<file path="config.mk">
export PLATFORM = sky130hd
export DESIGN_NAME = brisc_v_run_controller_flat
export DESIGN_NICKNAME = d
export VERILOG_FILES = /design/src/rtl/brisc_v_run_controller_if.sv /design/src/rtl/brisc_v_run_controller.sv /design/src/flat_wrapper.sv
export SDC_FILE = /design/constraint.sdc
export NUM_CORES = 1
export LEC_CHECK = 0
export ABC_AREA = 1
export BUFFER_PORTS_ARGS = -buffer_cell sky130_fd_sc_hd__buf_4
export CORE_ASPECT_RATIO = 1.5
export CORE_UTILIZATION = 30
export DETAILED_ROUTE_END_ITERATION = 10
export MAX_ROUTING_LAYER = met4
export PLACE_DENSITY = 0.62
export SETUP_SLACK_MARGIN = 0.1
export SYNTH_ARGS = -nofsm -noshare
export SYNTH_HDL_FRONTEND = slang
export SYNTH_SLANG_ARGS = --single-unit
</file>
<file path="constraint.sdc">
create_clock -name clock -period 4.9 [get_ports clock]
set_clock_uncertainty 0.1 [all_clocks]
set_input_delay 0.98 -clock clock [delete_from_list [all_inputs] [get_ports clock]]
set_output_delay 0.98 -clock clock [all_outputs]
set_load 0.01 [all_outputs]
</file>
<file path="src/rtl/brisc_v_run_controller_if.sv">
// Host/core-facing signal bundle of the BRISC-V run controller.
// The host/core side takes the master view and the controller takes the slave view.
interface brisc_v_run_controller_if #(
    parameter int ADDRESS_BITS = 32,
    parameter int DATA_WIDTH   = 32,
    parameter int CYCLE_BITS   = 32
);
    logic                    run_req;
    logic [ADDRESS_BITS-1:0] run_address;
    logic [DATA_WIDTH-1:0]   expected_value;
    logic [ADDRESS_BITS-1:0] core_pc;
    logic [DATA_WIDTH-1:0]   reg_read_data;
    logic [4:0]              reg_read_index;
    logic                    core_reset;
    logic                    core_start;
    logic [ADDRESS_BITS-1:0] core_program_address;
    logic                    busy;
    logic                    done;
    logic                    pass;
    logic                    timeout;
    logic [CYCLE_BITS-1:0]   cycles;

    modport master (
        output run_req, run_address, expected_value, core_pc, reg_read_data,
        input  reg_read_index, core_reset, core_start, core_program_address,
               busy, done, pass, timeout, cycles
    );

    modport slave (
        input  run_req, run_address, expected_value, core_pc, reg_read_data,
        output reg_read_index, core_reset, core_start, core_program_address,
               busy, done, pass, timeout, cycles
    );
endinterface

</file>
<file path="src/rtl/brisc_v_run_controller.sv">
// Run sequencer: resets and starts the core, times the run up to a halt PC,
// lets the pipeline drain, then compares the result register with a golden value.
module brisc_v_run_controller #(
    parameter int                 ADDRESS_BITS   = 32,
    parameter int                 DATA_WIDTH     = 32,
    parameter int                 CYCLE_BITS     = 32,
    parameter logic [ADDRESS_BITS-1:0] HALT_PC_A = 32'h000000b0,
    parameter logic [ADDRESS_BITS-1:0] HALT_PC_B = 32'h000000b4,
    parameter int                 RESULT_REG     = 9,
    parameter int                 RESET_CYCLES   = 5,
    parameter int                 DRAIN_CYCLES   = 50,
    parameter int                 TIMEOUT_CYCLES = 100000
) (
    input logic                     clock,
    input logic                     reset,
    brisc_v_run_controller_if.slave bus
);
    localparam int DELAY_MAX  = (RESET_CYCLES > DRAIN_CYCLES) ? RESET_CYCLES : DRAIN_CYCLES;
    localparam int DELAY_BITS = $clog2(DELAY_MAX + 1);

    typedef enum logic [2:0] {
        S_IDLE, S_RESET_CORE, S_START, S_RUN, S_DRAIN, S_CHECK, S_DONE
    } state_e;

    state_e                  state_q, state_d;
    logic [DELAY_BITS-1:0]   delay_q, delay_d;
    logic [CYCLE_BITS-1:0]   cycle_q, cycle_d;
    logic [ADDRESS_BITS-1:0] addr_q, addr_d;
    logic [DATA_WIDTH-1:0]   expected_q, expected_d;
    logic [CYCLE_BITS-1:0]   cycles_q, cycles_d;
    logic                    pass_q, pass_d;
    logic                    timeout_q, timeout_d;
    logic                    core_reset_q, core_reset_d;
    logic                    core_start_q, core_start_d;
    logic                    busy_q, busy_d;
    logic                    done_q, done_d;
    logic                    halt_hit;

    assign halt_hit = (bus.core_pc == HALT_PC_A) || (bus.core_pc == HALT_PC_B);

    // NOTE: sequential state uses non-blocking assignments so every register
    // samples pre-edge values regardless of statement order.
    always_ff @(posedge clock or posedge reset) begin
        if (reset) begin
            state_q      <= S_IDLE;
            delay_q      <= '0;
            cycle_q      <= '0;
            addr_q       <= '0;
            expected_q   <= '0;
            cycles_q     <= '0;
            pass_q       <= 1'b0;
            timeout_q    <= 1'b0;
            core_reset_q <= 1'b1;
            core_start_q <= 1'b0;
            busy_q       <= 1'b0;
            done_q       <= 1'b0;
        end else begin
            state_q      <= state_d;
            delay_q      <= delay_d;
            cycle_q      <= cycle_d;
            addr_q       <= addr_d;
            expected_q   <= expected_d;
            cycles_q     <= cycles_d;
            pass_q       <= pass_d;
            timeout_q    <= timeout_d;
            core_reset_q <= core_reset_d;
            core_start_q <= core_start_d;
            busy_q       <= busy_d;
            done_q       <= done_d;
        end
    end

    // NOTE: every signal gets a default at the top so no path can infer a latch.
    always_comb begin
        state_d    = state_q;
        delay_d    = delay_q;
        cycle_d    = cycle_q;
        addr_d     = addr_q;
        expected_d = expected_q;
        cycles_d   = cycles_q;
        pass_d     = pass_q;
        timeout_d  = timeout_q;
        unique case (state_q)
            S_IDLE, S_DONE: begin
                if (bus.run_req) begin
                    addr_d     = bus.run_address;
                    expected_d = bus.expected_value;
                    delay_d    = DELAY_BITS'(RESET_CYCLES);
                    pass_d     = 1'b0;
                    timeout_d  = 1'b0;
                    state_d    = S_RESET_CORE;
                end
            end
            S_RESET_CORE: begin
                delay_d = delay_q - DELAY_BITS'(1);
                if (delay_q == DELAY_BITS'(1)) state_d = S_START;
            end
            S_START: begin
                cycle_d = '0;
                state_d = S_RUN;
            end
            S_RUN: begin
                cycle_d = cycle_q + CYCLE_BITS'(1);
                // Halt takes priority over a timeout landing in the same cycle.
                if (halt_hit) begin
                    cycles_d = cycle_q;
                    delay_d  = DELAY_BITS'(DRAIN_CYCLES);
                    state_d  = S_DRAIN;
                end else if (cycle_q == CYCLE_BITS'(TIMEOUT_CYCLES - 1)) begin
                    cycles_d  = CYCLE_BITS'(TIMEOUT_CYCLES);
                    timeout_d = 1'b1;
                    pass_d    = 1'b0;
                    state_d   = S_DONE;
                end
            end
            S_DRAIN: begin
                delay_d = delay_q - DELAY_BITS'(1);
                if (delay_q == DELAY_BITS'(1)) state_d = S_CHECK;
            end
            S_CHECK: begin
                pass_d    = (bus.reg_read_data == expected_q);
                timeout_d = 1'b0;
                state_d   = S_DONE;
            end
            default: state_d = S_IDLE;
        endcase
    end

    // Control outputs are registered versions of a decode of the next state.
    always_comb begin
        core_reset_d = (state_d == S_IDLE) || (state_d == S_RESET_CORE);
        core_start_d = (state_d == S_START);
        busy_d       = state_d inside {S_RESET_CORE, S_START, S_RUN, S_DRAIN, S_CHECK};
        done_d       = (state_d == S_DONE);
    end

    assign bus.reg_read_index       = 5'(RESULT_REG);
    assign bus.core_reset           = core_reset_q;
    assign bus.core_start           = core_start_q;
    assign bus.core_program_address = addr_q;
    assign bus.busy                 = busy_q;
    assign bus.done                 = done_q;
    assign bus.pass                 = pass_q;
    assign bus.timeout              = timeout_q;
    assign bus.cycles               = cycles_q;
endmodule

</file>
<file path="src/flat_wrapper.sv">
// flat-port wrapper written by rule: the top's interface ports become plain ports
module brisc_v_run_controller_flat 
#(
    parameter int                 ADDRESS_BITS   = 32,
    parameter int                 DATA_WIDTH     = 32,
    parameter int                 CYCLE_BITS     = 32,
    parameter logic [ADDRESS_BITS-1:0] HALT_PC_A = 32'h000000b0,
    parameter logic [ADDRESS_BITS-1:0] HALT_PC_B = 32'h000000b4,
    parameter int                 RESULT_REG     = 9,
    parameter int                 RESET_CYCLES   = 5,
    parameter int                 DRAIN_CYCLES   = 50,
    parameter int                 TIMEOUT_CYCLES = 100000
)
  (clock, reset, bus_run_req, bus_run_address, bus_expected_value, bus_core_pc, bus_reg_read_data, bus_reg_read_index, bus_core_reset, bus_core_start, bus_core_program_address, bus_busy, bus_done, bus_pass, bus_timeout, bus_cycles);
  brisc_v_run_controller_if #(.ADDRESS_BITS(ADDRESS_BITS), .DATA_WIDTH(DATA_WIDTH), .CYCLE_BITS(CYCLE_BITS)) bus_i ();
  input logic clock;
  input logic reset;
  input wire logic [$bits(bus_i.run_req)-1:0] bus_run_req;
  input wire logic [$bits(bus_i.run_address)-1:0] bus_run_address;
  input wire logic [$bits(bus_i.expected_value)-1:0] bus_expected_value;
  input wire logic [$bits(bus_i.core_pc)-1:0] bus_core_pc;
  input wire logic [$bits(bus_i.reg_read_data)-1:0] bus_reg_read_data;
  output wire logic [$bits(bus_i.reg_read_index)-1:0] bus_reg_read_index;
  output wire logic [$bits(bus_i.core_reset)-1:0] bus_core_reset;
  output wire logic [$bits(bus_i.core_start)-1:0] bus_core_start;
  output wire logic [$bits(bus_i.core_program_address)-1:0] bus_core_program_address;
  output wire logic [$bits(bus_i.busy)-1:0] bus_busy;
  output wire logic [$bits(bus_i.done)-1:0] bus_done;
  output wire logic [$bits(bus_i.pass)-1:0] bus_pass;
  output wire logic [$bits(bus_i.timeout)-1:0] bus_timeout;
  output wire logic [$bits(bus_i.cycles)-1:0] bus_cycles;
  assign bus_i.run_req = bus_run_req;
  assign bus_i.run_address = bus_run_address;
  assign bus_i.expected_value = bus_expected_value;
  assign bus_i.core_pc = bus_core_pc;
  assign bus_i.reg_read_data = bus_reg_read_data;
  assign bus_reg_read_index = bus_i.reg_read_index;
  assign bus_core_reset = bus_i.core_reset;
  assign bus_core_start = bus_i.core_start;
  assign bus_core_program_address = bus_i.core_program_address;
  assign bus_busy = bus_i.busy;
  assign bus_done = bus_i.done;
  assign bus_pass = bus_i.pass;
  assign bus_timeout = bus_i.timeout;
  assign bus_cycles = bus_i.cycles;
  brisc_v_run_controller #(.ADDRESS_BITS(ADDRESS_BITS), .DATA_WIDTH(DATA_WIDTH), .CYCLE_BITS(CYCLE_BITS), .HALT_PC_A(HALT_PC_A), .HALT_PC_B(HALT_PC_B), .RESULT_REG(RESULT_REG), .RESET_CYCLES(RESET_CYCLES), .DRAIN_CYCLES(DRAIN_CYCLES), .TIMEOUT_CYCLES(TIMEOUT_CYCLES)) u_core (.clock(clock), .reset(reset), .bus(bus_i));
endmodule
</file>
== Word level (Yosys, flattened, before mapping) ==
Index checks and enable logic that the tools add are counted.
Storage, ports and cells
  output and inout bits: 75
  bits in writable memories: 0
  input bits: 131
  word-level logic and storage cells: 69
  register bits: 143
  bits in latches: 0
  memories kept: 0
  memory bits (read-only): 0
Cells by class
  reductions and logical operators: 15
  divide/modulo/power cells: 0
  bitwise gates (word level): 0
  equality and inequality tests: 21
  $mul: 0
  multiplexer cells: 19
  magnitude comparators: 0
  shift operators: 0
  $add $sub $neg: 2
Operators with widths (number)
  $eq 32x8->1 const B: 2
  $mux 32: 2
  $pmux 32 s2: 1
  $add 32x1->32 const B: 1
  $eq 32x17->1 const B: 1
  $eq 32x32->1: 1
  $eq 3x3->1 const B: 6
  $pmux 3 s6: 1
  $pmux 6 s3: 1
  $mux 3: 5
  $eq 3x2->1 const B: 4
  $mux 6: 2
  $eq 3x1->1 const B: 2
  $eq 6x1->1 const B: 1
  $logic_not 3->1: 2
  $pmux 1 s3: 2
  $reduce_bool 3->1: 2
  $sub 6x1->6 const B: 1
  $mux 1: 5
  $reduce_bool 5->1: 1
  $ne 2x1->1 const B: 2
  $ne 2x2->1 const B: 2
  $reduce_and 2->1: 2
  $reduce_and 4->1: 1
  other kinds (4): 7

== Longest topological paths before layout ==
Gate-level depths: netlist of run 1.
  depth in word-level cells: 6
  mapped depth: 11

== Worst setup path before layout of run 1 ==
OpenSTA, ideal clock, no wires.
  kind: input-to-reg
  from: in bus_core_pc[28]
  to: reg u_core.cycles_q[0] (netlist: u_core.bus.cycles[0])
  slack: 2.723 ns
  stages: 9
  arrival time: 1.947 ns
  buffers on the path: 1
  setup time: 0.130 ns
  cells stage by stage: nor3_1 > nand3_1 > nor2_1 > nand3_4 > nand2_2 > inv_4 > buf_6 > nand2_1 > o21ai_0
Between the ends
  word-level cells in the longest chain between the ends: 4
RTL lines
  start, declared: line flat_wrapper.sv:21  | input wire logic [$bits(bus_i.core_pc)-1:0] bus_core_pc;
  $eq 32x8->1: line brisc_v_run_controller.sv:39  | assign halt_hit = (bus.core_pc == HALT_PC_A) || (bus.core_pc == HALT_PC_B);
  $logic_or 1x1->1 (*): line brisc_v_run_controller.sv:39
  $reduce_bool 2->1 (no line)
  $reduce_and 2->1 (no line)
  end signal, assigned: line brisc_v_run_controller.sv:63  | cycles_q <= cycles_d;
  end, declared: line brisc_v_run_controller.sv:30  | logic [CYCLE_BITS-1:0] cycles_q, cycles_d;
Every way passes the cells marked *; elsewhere a longest branch is shown, timed or not.
A chain may end at the register's enable or synchronous reset.

== Worst setup path after layout of run 1 ==
  from: reg u_core.state_q[2]
  to: reg u_core.delay_q[4]
Between the ends
  word-level cells in the longest chain between the ends: 4
RTL lines
  start, declared: line brisc_v_run_controller.sv:25  | state_e state_q, state_d;
  start signal, assigned: line brisc_v_run_controller.sv:58  | state_q <= state_d;
  $eq 3x3->1 (tied with other cells): line brisc_v_run_controller.sv:83  | unique case (state_q)
  $reduce_or 2->1 (on tied branches)
  $ne 2x2->1 (no line) or $reduce_bool 3->1 (tied branches)
  $reduce_and 3->1 (no line)
  end signal, assigned: line brisc_v_run_controller.sv:59  | delay_q <= delay_d;
  end, declared: line brisc_v_run_controller.sv:26  | logic [DELAY_BITS-1:0] delay_q, delay_d;
Parallel ways exist; a longest one is shown, timed or not.

==> impl_metrics.csv, run 1 <==
group,metric,value,unit
run_status,status,"finished, final reports clean",
pwr,p_int,0.00310,W
pwr,power.density,470,nW/um^2
final_layout,final_nets,1125,
pwr,power.share.clock,30.8,%
placement,dp_hpwl,14700,um
synth,syn_avg_cell_area,9.06,um^2
flow_run,drv_cap,0,
pwr,seqPwrFrac,38.0,%
cts,path_clk_slew,0.06,ns
synth,ys_async_sr_fraction,100,%
placement,io_buffers,199,
pwr,irDropWorstVdd,0.278,mV
synth,syn_area,7160,um^2
setup_path,max_stage_delay,0.52,ns
timing,whs,0.385,ns
global_routing,grt_overflow_total,0,
setup_path,slowest_stage,"a21oi_2",
global_routing,grt_pass1_wl,30500,um
synth,ys_types,43,
cts,cts_root_buf,"clkbuf_16",
drt,drtIter0Drc,304,
global_routing,track_usage,16.8,%
synth,seq_area_frac_synth,50.0,%
timing,setup_viol,0,
floorplan,initial_utilization,30.8,%
drt,vias_per_cell,4.54,
setup_path,cp-end-kind,"flop",
placement,routabilityCongestion,0.837,
final_layout,layout-drive-gt1-share,32.1,%
floorplan,dieHeight,191,um
pwr,power.share.combinational,31.2,%
timing,relSlewSlack,36.1,%
timing,fin_setup_tns,0,ns
setup_path,crit_required,5.12,ns
setup_path,rrSetupSlack,1.96,ns
placement,dpl_cell_area,8910,um^2
final_layout,final_cell_area,9530,um^2
drt,drc,0,
setup_path,critPathKind,"flop to flop",
setup_path,start_kind,"flop",
timing,rsz0062_at_grt,"false",
cts,post_cts_buffers,0,
floorplan,core_area,23200,um^2
timing,fin_crit_sh,60.1,%
timing,timing_hold_violations_final,0,
drt,first_pass_iters,6,
cts,postCtsHoldBufs,0,
synth,yosysWarnings,0,
global_routing,antenna_found_initial,0,
cts,clock_path_buffers,2,
drt,antenna_left,0,
global_routing,grt_pass1_vias,5973,
timing,worstMarginPinSlew,0.959,ns
cts,clkLatencyLatePin,0.42,ns
synth,synth_edf_count,0,
timing,fmax,340,MHz
pwr,p_switching,0.00138,W
final_layout,final_common_cell,"buf_4",
cts,htree_levels,4,
floorplan,die_w,128,um
global_routing,grt_max_degree,103,
cts,cts_resized,0,
final_layout,synthToLayoutAreaGrowth,33.1,%
final_layout,antenna_cells,0,
floorplan,io_pins,206,
setup_path,crit_chain,"nor2_4 -> nand2_2 -> inv_2 -> nand3_4 -> a21oi_2 -> nand2_1 -> nand2_1 -> nand2_1",
synth,syn_inst,790,
floorplan,die_area,24500,um^2
hold_path,holdCritPathClass,"flop to flop",
synth,synth_ff_type,"dfrtp_1",
final_layout,most-common-layout-cells,"buf_4 (199), nand2_1 (158), dfrtp_1 (142), nor2_1 (83), inv_1 (81)",
cts,cts_tree,"built",
timing,layout_min_cycle_time,2.94,ns
pwr,p_sw_share,30.8,%
cts,cts_buffers,17,
cts,cts_sinks,143,
synth,ys_ff_latch,143,
drt,routed_wl,19700,um
floorplan,rows,68,
timing,maxSlewViolCount,0,
setup_path,path_common_cell,"nand2_1",
drt,avgRoutedWirePerCell,15.0,um
drt,vias,5982,
setup_path,cp.arrival,3.16,ns
pwr,cellLeakagePower,4.52,nW
setup_path,cp_max_fo,28,
registers in the layout (all words and copies together), names as in the netlist:
signal,flops
u_core.bus.busy,1
u_core.bus.core_program_address,32
u_core.bus.core_reset,1
u_core.bus.core_start,1
u_core.bus.cycles,32
u_core.bus.done,1
u_core.bus.pass,1
u_core.bus.timeout,1
u_core.cycle_q,32
u_core.delay_q,6
u_core.expected_q,32
u_core.state_q,3
cell usage after synthesis, types with 3 or more instances:
cell	n	share of area (%)
nand2_2	3	0.26
a21oi_1	22	1.5
inv_1	82	4.3
o22ai_1	8	0.70
dfrtp_1	142	50
nand4_1	11	0.96
clkbuf_1	3	0.16
nand3_1	39	2.7
buf_4	6	0.63
o21ai_0	40	2.8
nor2_1	83	4.4
o21ai_1	15	1.0
mux2_2	52	8.2
xnor2_1	12	1.5
or2_2	7	0.61
nand3_4	3	0.73
nor3_1	31	2.2
buf_2	3	0.21
nand2_1	158	8.3
xor2_1	16	2.0
inv_2	6	0.31
mux2_4	7	1.5
buf_6	9	1.4
nor3_2	3	0.42
ha_1	3	0.52
power by group through the flow:
| stage | logic (W) | registers, W | clock network, W |
|---|---|---|---|
| CTS | 0.00142 | 0.00170 | 0.00141 |
| floorplan | 0.000870 | 0.00176 | 0 |
| global route | 0.00154 | 0.00174 | 0.00145 |
| finish | 0.00140 | 0.00170 | 0.00138 |
| detailed placement | 0.00141 | 0.00172 | 0 |
| global placement | 0.00138 | 0.00171 | 0 |
final timing paths:
kind	startpoint	to	cells past startpoint
max	u_core.state_q[2]$_DFF_PP0_	u_core.delay_q[4]$_DFFE_PP0P_	8
min	u_core.bus.cycles[26]$_DFFE_PP0P_	u_core.bus.cycles[26]$_DFFE_PP0P_	2
max reg2reg	u_core.state_q[2]$_DFF_PP0_	u_core.delay_q[4]$_DFFE_PP0P_	8
min reg2reg	u_core.bus.cycles[26]$_DFFE_PP0P_	u_core.bus.cycles[26]$_DFFE_PP0P_	2
max in group asynchronous	reset	u_core.bus.cycles[20]$_DFFE_PP0P_	3
min in group asynchronous	reset	u_core.bus.core_program_address[20]$_DFFE_PP0P_	2
critical path: cells and delay by family (launching register included):
family	cells	cell delay (ns)
buffers and inverters	1	0.40
AOI/OAI and AO/OA	1	0.52
and+or+nand+nor	6	1.33
DFF	1	0.45
cell type report:
type / count / area, um^2
clock buffer: 21 / 460
clock inverter: 10 / 161
fill: 2314 / 13700
inverter: 91 / 350
multi-input combinational: 538 / 3070
sequential: 143 / 3580
tap: 315 / 394
timing repair buffer: 200 / 1510
routing by layer:
layer	part of all wire (%)	wire (um)	vias to the layer above	global-route usage, %
met1	39	7760	2854	18.2
met4	2.7	536	0	7.65
li1	-	-	2963	-
met3	3.9	772	37	3.36
met2	54	10700	128	29.5
met5	0	0	-	-
logic make-up after synthesis:
| logic type | share of synthesized area [%] |
|---|---|
| flops | 50.0 |
| compound gates | 6.43 |
| buf+inv | 7.25 |
| mux | 9.65 |
| other cells | 0.105 |
| xor+xnor | 3.43 |
| fa+ha+maj | 0.524 |
| simple gates | 22.6 |
stage by stage:
step                      instances  util (%)  total power [W]  setup WS, ns
after CTS                      1318      41.0          0.00453          1.92
final                          1318      41.0          0.00448          1.96
after global routing           1318      41.0          0.00474          1.70
after global placement         1287      38.4          0.00309          1.81
after detailed placement       1287      38.4          0.00313          1.75
after floorplan                 793         -          0.00263          2.03
Note: power is estimated with default switching activity, not from simulation.
==> run 2: changes to the inputs <==
--- a/config.mk
+++ b/config.mk
@@ -5,13 +5,13 @@
 export SDC_FILE = /design/constraint.sdc
 export NUM_CORES = 1
 export LEC_CHECK = 0
-export ABC_AREA = 1
+export ABC_AREA = 0
 export BUFFER_PORTS_ARGS = -buffer_cell sky130_fd_sc_hd__buf_4
 export CORE_ASPECT_RATIO = 1.5
 export CORE_UTILIZATION = 30
 export DETAILED_ROUTE_END_ITERATION = 10
 export MAX_ROUTING_LAYER = met4
-export PLACE_DENSITY = 0.62
+export PLACE_DENSITY = 0.63
 export SETUP_SLACK_MARGIN = 0.1
 export SYNTH_ARGS = -nofsm -noshare
 export SYNTH_HDL_FRONTEND = slang
==> constraint.sdc (replaced) <==
create_clock -name clock -period 2.62 [get_ports clock]
set_clock_uncertainty 0.1 [all_clocks]
set_input_delay 0.524 -clock clock [delete_from_list [all_inputs] [get_ports clock]]
set_output_delay 0.524 -clock clock [all_outputs]
set_load 0.01 [all_outputs]
==> impl_metrics.csv, run 2 <==
group,metric,value,unit
synth,ys_ff_latch,143,
floorplan,initial_utilization,30.9,%
timing,timing_hold_violations_final,0,
cts,cts_sinks,143,
setup_path,critPathKind,"flop to flop",
global_routing,grt_overflow_total,0,
synth,synth_top_cell_area_share,54.2,%
global_routing,grt_pass1_wl,26600,um
setup_path,crit_required,2.82,ns
synth,synth_top_family_by_area,"simple AND/OR/NAND/NOR gates",
cts,cts_buffers,17,
setup_path,cp-end-kind,"flop",
drt,drc,0,
synth,yosysMostFrequentCell,"dfrtp_1",
timing,relSlewSlack,59.4,%
synth,ys_async_sr_fraction,100,%
final_layout,multi_input_area,2790,um^2
synth,syn_area,6560,um^2
final_layout,antenna_cells,0,
drt,first_pass_iters,4,
synth,yosysWarnings,0,
synth,synthAdderAreaFrac,0.573,%
final_layout,final_nets,895,
setup_path,start_kind,"flop",
floorplan,die_area,22500,um^2
global_routing,grt_max_degree,92,
cts,htree_levels,4,
final_layout,seq_area,3580,um^2
synth,netlist.top_cell.by_area,"dfrtp_1",
drt,avgRoutedWirePerCell,16.0,um
cts,cts_resized,0,
cts,clkLatencyLatePin,0.42,ns
timing,rsz0062_at_grt,"false",
drt,drtIter0Drc,224,
setup_path,cp.arrival,2.47,ns
placement,routabilityCongestion,0.815,
drt,routed_wl,16700,um
drt,antenna_left,0,
cts,postCtsHoldBufs,0,
synth,seq_area_frac_synth,54.6,%
synth,synth_ff_type,"dfrtp_1",
setup_path,rr_worst_depth,5,
timing,worstMarginPinSlew,0.609,ns
floorplan,rows,65,
floorplan,die_w,123,um
timing,fin_setup_tns,0,ns
cts,post_cts_buffers,0,
hold_path,holdCritPathClass,"primary input to async pin",
synth,synth_xor_area_share,8.42,%
drt,vias_per_cell,4.80,
cts,path_clk_slew,0.06,ns
timing,fin_ws,0.354,ns
synth,synth_common_cells,"dfrtp_1 (142), nor2_1 (44), mux2_1 (42), xnor2_1 (34), xor2_1 (29)",
timing,fin_crit_sh,86.5,%
cts,cts_root_buf,"clkbuf_16",
timing,whs,0.0993,ns
run_status,status,"finished, final reports clean",
global_routing,antenna_found_initial,0,
synth,synth_compound_area_share,9.16,%
final_layout,most-common-layout-cells,"buf_4 (213), dfrtp_1 (142), nor2_1 (44), mux2_1 (42), xnor2_1 (34)",
placement,place_ws,0.328,ns
setup_path,crit_start,"u_core.cycle_q[24]$_DFFE_PP0P_",
placement,io_buffers,199,
synth,syn_inst,553,
cts,cts_tree,"built",
pwr,power.density,605,nW/um^2
synth,synthTopCellsByArea,"dfrtp_1 (54%), mux2_1 (7.2%), xnor2_1 (4.5%)",
drt,vias,5006,
final_layout,synthToLayoutAreaGrowth,38.3,%
timing,fmax,441,MHz
setup_path,rrSetupSlack,0.35,ns
final_layout,final_common_cell,"buf_4",
timing,setup_viol,0,
synth,synth_mux_area_share,11.3,%
synth,synth_edf_count,0,
synth,yosys.area_share.simple,12.7,%
global_routing,track_usage,16.1,%
setup_path,cp_max_fo,29,
floorplan,core_area,21200,um^2
final_layout,layout-drive-gt1-share,36.6,%
pwr,irDropWorstVdd,0.608,mV
timing,maxSlewViolCount,0,
cts,clock_path_buffers,2,
floorplan,io_pins,206,
floorplan,dieHeight,183,um
placement,dp_hpwl,12200,um
synth,ys_types,59,
synth,syn_avg_cell_area,11.9,um^2
global_routing,grt_pass1_vias,5146,
setup_path,r2r-start,"u_core.cycle_q[24]$_DFFE_PP0P_",
pwr,cellLeakagePower,4.41,nW
final_layout,filler_cell_count,2008,
setup_path,rr_endpoint,"u_core.bus.cycles[17]$_DFFE_PP0P_",
flow_run,drv_cap,0,
timing,layout_min_cycle_time,2.27,ns
run 2: cell types whose count changed after synthesis, sizes merged, moves of 11 or more:
cell   delta
o21ai    -38
xnor2    +22
a21oi    -14
nand3    -33
inv      -80
nand2   -143
nor4     +11
a22o     +25
nor2     -43
xor2     +13
nand4    +15
nor3     -25
run 2: where the power goes:
group	switching, W	internal (W)	total (W)
combinational	0.000255	0.000321	0.000576
sequential	0.0000813	0.00231	0.00239
clock	0.000927	0.00160	0.00252
run 2: cells by family after synthesis:
| family | count (synthesis) |
|---|---|
| xor+xnor | 63 |
| buf+inv | 42 |
| compound gates | 81 |
| fa+ha+maj | 3 |
| flops | 143 |
| simple gates | 153 |
| other cells | 2 |
| mux | 66 |
run 2: through the flow:
step | total power (W) | area [um^2] | instances | util, %
after floorplan | 0.00273 | 6570 | 556 | -
after global placement | 0.00299 | 8450 | 1010 | 39.8
after detailed placement | 0.00301 | 8450 | 1010 | 39.8
after CTS | 0.00557 | 9070 | 1042 | 42.7
after global routing | 0.00573 | 9070 | 1042 | 42.7
final | 0.00549 | 9070 | 1042 | 42.7
run 2: critical path, stage by stage, from the launching register on:
cell and delay, ns:
dfrtp_1 0.43, or4_4 0.57, nor4_4 0.44, o21ai_2 0.07, buf_4 0.24, a22o_1 0.27
run 2: how the worst max path moves through the flow:
stage,end,slack (ns),cells after the start
4_1_cts,u_core.bus.cycles[17]$_DFFE_PP0P_,0.34,5
2_1_floorplan,u_core.bus.busy$_DFF_PP0_,0.21,1
3_3_place_gp,u_core.bus.busy$_DFF_PP0_,0.34,7
5_1_grt,u_core.bus.cycles[17]$_DFFE_PP0P_,0.27,6
3_5_place_dp,u_core.bus.busy$_DFF_PP0_,0.33,7
6_report,u_core.bus.cycles[17]$_DFFE_PP0P_,0.35,5
run 2: layout make-up:
cell class | instances | share of cell area, %
flip-flops and latches | 143 | 39.5
repair buffers | 218 | 18.7
well taps | 268 | 3.70
clock inverters | 9 | 1.45
inverters | 10 | 0.455
clock buffers | 23 | 5.38
multi-input cells | 371 | 30.8
run 2: layer usage:
metal  share of wire [%]  track usage [%]  vias up  wire length (um)
met4                 3.4             8.39        0               564
met5                   0                -        -                 0
met1                  39             17.5     2440              6460
li1                    -                -     2403                 -
met3                 4.6             3.48       31               768
met2                  53             27.3      132              8880
